$ cat src/rtl/jk_counter_pkg.sv
// Shared definitions for the JK-slice modulo-N counter: JK control codes and helpers.
package jk_counter_pkg;

    localparam logic [1:0] JK_HOLD = 2'b00;
    localparam logic [1:0] JK_RST  = 2'b01;
    localparam logic [1:0] JK_SET  = 2'b10;
    localparam logic [1:0] JK_TOG  = 2'b11;

    function automatic int clog2(input int unsigned value);
        int unsigned v;
        int          r;
        v = (value > 0) ? value - 1 : 0;
        r = 0;
        while (v > 0) begin
            r++;
            v = v >> 1;
        end
        return r;
    endfunction

    // Force code that drives a slice to tgt_bit; hold when it is already there.
    function automatic logic [1:0] next_jk(input logic cur_bit, input logic tgt_bit);
        if (cur_bit == tgt_bit) return JK_HOLD;
        return tgt_bit ? JK_SET : JK_RST;
    endfunction

endpackage

$ cat src/rtl/jk_slice.sv
// One falling-edge JK bit cell with synchronous active-low clear.
module jk_slice
    import jk_counter_pkg::*;
(
    input  logic       clk_i,
    input  logic       clr_i,
    input  logic [1:0] jk_i,
    output logic       q_o
);

    logic q_q;
    logic q_d;

    always_comb begin
        q_d = q_q;
        case (jk_i)
            JK_HOLD: q_d = q_q;
            JK_RST:  q_d = 1'b0;
            JK_SET:  q_d = 1'b1;
            default: q_d = ~q_q;
        endcase
    end

    always_ff @(negedge clk_i) begin
        if (!clr_i) q_q <= 1'b0;
        else        q_q <= q_d;
    end

    assign q_o = q_q;

endmodule

$ cat src/rtl/jk_counter_mod.sv
// Synchronous up/down modulo-N counter built from WIDTH JK slices on a common falling-edge clock.
module jk_counter_mod
    import jk_counter_pkg::*;
#(
    parameter int WIDTH   = 4,
    parameter int MODULUS = 10
) (
    input  logic             clk_i,
    input  logic             clr_i,
    input  logic             pr_i,
    input  logic             en_i,
    input  logic             up_i,
    input  logic             load_i,
    input  logic [WIDTH-1:0] d_i,
    output logic [WIDTH-1:0] q_o,
    output logic             tc_o,
    output logic             err_o
);

    if (WIDTH < 1 || WIDTH > 16 || MODULUS < 2 || MODULUS > (1 << WIDTH)) begin : g_bad_param
        $error("jk_counter_mod: WIDTH or MODULUS out of range");
    end

    localparam int unsigned     MOD_U   = MODULUS;
    localparam int unsigned     MAX_U   = MODULUS - 1;
    localparam logic [WIDTH:0]  MOD_W   = MOD_U[WIDTH:0];
    localparam logic [WIDTH-1:0] MAX_Q  = MAX_U[WIDTH-1:0];
    localparam bit              POW2    = (MODULUS == (1 << WIDTH));

    logic [WIDTH-1:0]      q;
    logic [WIDTH-1:0][1:0] jk;
    logic [WIDTH-1:0]      tgt;
    logic [WIDTH-1:0]      tog;
    logic                  use_force;
    logic                  carry;
    logic                  in_range;
    logic                  err_q;
    logic                  err_d;

    assign in_range = POW2 || ({1'b0, q} < MOD_W);

    always_comb begin
        tgt       = q;
        tog       = '0;
        use_force = 1'b0;
        carry     = 1'b1;
        err_d     = err_q;
        jk        = '0;

        if (!pr_i) begin
            tgt       = MAX_Q;
            use_force = 1'b1;
        end else if (load_i) begin
            use_force = 1'b1;
            if ({1'b0, d_i} < MOD_W) begin
                tgt = d_i;
            end else begin
                tgt   = MAX_Q;
                err_d = 1'b1;
            end
        end else if (en_i) begin
            // Out-of-range states and non-power-of-two wraps jump straight to the target.
            if (!in_range) begin
                tgt       = up_i ? '0 : MAX_Q;
                use_force = 1'b1;
            end else if (!POW2 && up_i && (q == MAX_Q)) begin
                tgt       = '0;
                use_force = 1'b1;
            end else if (!POW2 && !up_i && (q == '0)) begin
                tgt       = MAX_Q;
                use_force = 1'b1;
            end else begin
                for (int i = 0; i < WIDTH; i++) begin
                    tog[i] = carry;
                    carry  = carry & (up_i ? q[i] : ~q[i]);
                end
            end
        end

        for (int i = 0; i < WIDTH; i++) begin
            if (use_force) jk[i] = next_jk(q[i], tgt[i]);
            else           jk[i] = tog[i] ? JK_TOG : JK_HOLD;
        end
    end

    for (genvar i = 0; i < WIDTH; i++) begin : g_bit
        jk_slice u_slice (
            .clk_i (clk_i),
            .clr_i (clr_i),
            .jk_i  (jk[i]),
            .q_o   (q[i])
        );
    end

    always_ff @(negedge clk_i) begin
        if (!clr_i) err_q <= 1'b0;
        else        err_q <= err_d;
    end

    assign q_o   = q;
    assign err_o = err_q;
    assign tc_o  = en_i & in_range & (up_i ? (q == MAX_Q) : (q == '0));

endmodule

$ cat config.mk
export PLATFORM = sky130hd
export DESIGN_NAME = jk_counter_mod
export DESIGN_NICKNAME = d
export VERILOG_FILES = /design/src/rtl/jk_counter_pkg.sv /design/src/rtl/jk_slice.sv /design/src/rtl/jk_counter_mod.sv
export SDC_FILE = /design/constraint.sdc
export NUM_CORES = 1
export LEC_CHECK = 0
export CAP_MARGIN = 5
export CORE_MARGIN = 2
export CORE_UTILIZATION = 45
export DETAILED_ROUTE_END_ITERATION = 8
export HOLD_SLACK_MARGIN = 0.06
export PLACE_DENSITY = 0.85
export SLEW_MARGIN = 10
export SYNTH_ARGS = -nofsm -noshare
export SYNTH_HDL_FRONTEND = slang
export SYNTH_SLANG_ARGS = --single-unit
export TNS_END_PERCENT = 50
$ cat constraint.sdc
create_clock -name clk_i -period 1.8 [get_ports clk_i]
set_input_delay 0.27 -clock clk_i [delete_from_list [all_inputs] [get_ports clk_i]]
set_output_delay 0.27 -clock clk_i [all_outputs]
set_load 0.05 [all_outputs]
=== Yosys cells after proc, flatten, opt, wreduce, memory -nomap -nowiden ===
Index checks and enable logic that the tools add are counted.

* Memories kept: 0
* Flip-flop bits (word level): 5
* Bits in latches: 0
* Output and inout port bits: 6
* Word-level logic and storage cells: 94
* Bits in read-only memories: 0
* Bits in writable memories: 0

* Reductions and logical operators: 9
* Bitwise operators: 9
* Shift operators: 0
* $lt $le $gt $ge: 2
* Multiplexer cells: 56
* Multiply operators: 0
* Eq/ne operators: 13
* $add $sub $neg: 0
* Divide/modulo/power cells: 0

{| class="wikitable"
|+ Operators with widths
! kind !! number
|-
| two-way mux 4 bit || 14
|-
| two-way mux 2 bit || 20
|-
| two-way mux 1 bit || 18
|-
| one-hot mux 1 bit (3 select lines) || 4
|-
| equality test 2 x 1 -> 1 bit (second input constant) || 4
|-
| equality test 2 bit (second input constant) || 4
|-
| zero test 2 bit || 4
|-
| < comparator 4 bit (second input constant) || 2
|-
| inverter 1 bit || 5
|-
| AND 1 bit || 4
|-
| equality test 1 bit || 4
|-
| equality test 4 bit (second input constant) || 1
|-
| zero test 4 bit || 1
|-
| AND reduction 3 bit || 1
|-
| logical AND 1 bit || 2
|-
| zero test 1 bit || 1
|}

=== Longest topological paths before layout ===
Gate-level depths: netlist of the first run.

* Word-level depth: 15
* Mapped depth: 9

=== Modules after synthesis ===
Synthesis of the first run repeated with hierarchy kept, for this count alone.

* Cell total of the unflattened synthesis: 106
* Area total of the unflattened synthesis: 733.2 sq um

{| class="wikitable"
|+ By module, submodules not included
! module !! sequential area each (sq um) !! cells each !! instances !! area each (sq um)
|-
| jk_counter_mod || 20.0 || 66 || 1 || 402.9
|-
| jk_slice || 20.0 || 10 || 4 || 82.6
|}

==> flow_metrics.env, run 1 <==
export IMPL_status="finished with violations"
export IMPL_violations="negative setup slack"
export IMPL_max_stage_delay_ps=510
export IMPL_dp_hpwl_mm=1.58
export IMPL_slowest_stage="or4_4"
export IMPL_synth_edf_count=0
export IMPL_diodes=0
export IMPL_drv_slew=0
export IMPL_die_w_um=44.8
export IMPL_grt_ovfl_total=0
export IMPL_clk_pin_slew_ps=30
export IMPL_rsz0062_at_grt="yes"
export IMPL_die_y_um=44.8
export IMPL_fp_row_count=14
export IMPL_yosys_warnings=0
export IMPL_cts_tree="done"
export IMPL_drt_iter0_drc=54
export IMPL_drc=0
export IMPL_yosys_register_bits=5
export IMPL_grt_pass1_wl_mm=4.24
export IMPL_drive_gt1_share_pct=44.1
export IMPL_path_max_fanout=3
export IMPL_setup_viol=11
export IMPL_synth_area_um2=748
export IMPL_yosys_top_cells_area="dfxtp_1, ha_1, nand2_1"
export IMPL_finalWirelength_mm=2.96
export IMPL_yosysSeqAreaShare_pct=13.4
export IMPL_final_cell_area_mm2=0.00136
export IMPL_hold_worst_slack_ps=576
export IMPL_peakVddDrop_v=0.000639
export IMPL_required_ps=1070
export IMPL_syn_area_per_cell_um2=7.26
export IMPL_synth_flop_cell="dfxtp_1"
export IMPL_num_vias=1006
export IMPL_coreArea_mm2=0.00152
export IMPL_path_class="primary input to flip-flop"
export IMPL_htree_levels=1
export IMPL_final_setup_worst_slack_ps=-981
export IMPL_synthCells=103
export IMPL_port_buffers=15
export IMPL_slew_headroom_pct=64.3
export IMPL_power_leakage_nw=0.613
export IMPL_finalNetCount=162
export IMPL_initial_core_util_pct=49.1
export IMPL_yosysTopAreaCell="dfxtp_1"
export IMPL_ant_nets=0
export IMPL_tightest_slew_ps=531
export IMPL_synth_top_area_share_pct=13.4
export IMPL_post_drt_wl_per_cell_um=18.6
export IMPL_maxCapViolations=0
export IMPL_cts_sinks=5
export IMPL_worstPathCellList="buf_8 -> or4_4 -> o21ai_4 -> a21oi_4 -> a21o_1 -> ha_4 -> mux2i_1 -> o21ai_1 -> and2_1"
export IMPL_postCtsHoldBufs=0
export IMPL_crit_family="simple AND/OR/NAND/NOR gates"
export IMPL_cp_num_buf_inv=1
export IMPL_viasPerCell=6.33
export IMPL_antenna_found_initial=0
export IMPL_hold_class="flip-flop to flip-flop"
export IMPL_cts_root_buf="clkbuf_4"
export IMPL_cp_end_kind="flip-flop"
export IMPL_yosysMostFrequentCell="nand2_1"
export IMPL_cp_start_kind="primary input"
export IMPL_grt_pass1_vias=977
export IMPL_dieArea_mm2=0.00200
export IMPL_finClkSkew_ps=31.9
export IMPL_cts_buffers=3
export IMPL_firstDrtPassIters=4
export IMPL_clockBufferDepth=2
export IMPL_async_flop_share_pct=0
export IMPL_grt_max_degree=13
export IMPL_finalHoldViolCount=0
export IMPL_io_pins=16
export IMPL_p_per_area_mw_per_mm2=1150
export IMPL_gp_congestion=0.898
export IMPL_syn_nets=121
export IMPL_track_usage_pct=28.6
export IMPL_synthDistinctLibCells=38
export IMPL_synth_common_cells="nand2_1, ha_1, o21ai_0"
export IMPL_clkLatencyLatePin_ps=330
export IMPL_area_growth_pct=81.4
export IMPL_arrival_ps=2050
export IMPL_placed_area_mm2=0.00108
worst min-delay path, cell delays in order, from the launching register on:
cell and delay [ps]:
dfxtp_2 350, a31oi_1 60, nor2b_1 120
cells in the final DEF (no fill, tap or decap), types with 2 or more instances in the layout:
master	count
a31oi_1	3
and2_1	4
buf_12	7
buf_4	18
buf_6	7
buf_8	2
clkbuf_4	3
dfxtp_2	3
dfxtp_4	2
dlygate4sd2_1	5
ha_1	6
ha_4	2
inv_1	10
mux2i_1	4
nand2_1	12
nand2b_1	5
nand3_1	4
nand3b_1	2
nor2_1	2
nor3_1	2
o21a_1	2
o21ai_1	6
report_power, final:
part           switching [W]  internal [W]  total, W
registers          0.0000444      0.000152  0.000197
logic               0.000604      0.000584   0.00119
clock network      0.0000862     0.0000939  0.000180
per-layer routing:
metal / GRT usage (%) / routed length (µm) / vias up
met4: 16.5 / 169 / 0
li1: - / - / 445
met3: 3.20 / 192 / 27
met1: 30.3 / 1110 / 468
met2: 53.9 / 1490 / 66
met5: 0 / 0 / -
per-stage QoR:
stage                     total power, W  setup TNS (ps)  instances  util (%)  worst slack [ps]
after floorplan                 0.000757           -5030        103         -             -1010
after global placement           0.00104           -6850        145      71.1             -1450
after detailed placement         0.00108           -7190        145      71.1             -1530
after CTS                        0.00134           -5580        158      82.3              -965
after global routing             0.00163           -6080        159      89.1              -995
final                            0.00157           -5780        159      89.1              -981
kinds of logic (layout without fill, tap and decap cells):
kind of cell    count (synthesis)  after routing  share of synthesized area (%)
buf+inv                        16             56                           11.5
simple gates                   41             41                           29.9
compound gates                 28             28                           25.2
fa+ha+maj                       8              8                           13.4
xor+xnor                        1              1                           1.17
mux                             4              4                           5.35
flops                           5              5                           13.4
state kept, by name (all words and copies together), names as in the netlist:
signal,flops
g_bit.u_slice.q_o,4
err_o,1
final cells by class:
cell class	instances	area (µm²)
multi-input cells	82	706
flip-flops and latches	5	111
repair buffers	43	460
clock inverters	6	22.5
fillers	63	166
clock buffers	3	22.5
well taps	16	20.0
inverters	4	15.0
worst paths after layout:
kind,endpoint,cells past startpoint,start,slack [ps]
setup / recovery,g_bit[0].u_slice.q_o,9,up_i,-980
hold / removal,err_o,2,err_o,580
setup reg to reg,g_bit[0].u_slice.q_o,10,g_bit[0].u_slice.q_o,-520
hold reg to reg,err_o,2,err_o,580
what timing repair did:
action / CTS / global route
setup endpoints to repair: 11 / 11
pin swaps: 20 / 17
gates cloned: 1 / 0
resized for setup: 41 / 21
setup buffers: 4 / 1
(Power assumes the default switching activity.)
==> run 2, diff against run 1 <==
GPL_ROUTABILITY_DRIVEN = 1   (was default)
==> results of run 2 <==
Same layout as run 1: the final DEF is identical, and so are final timing and power.
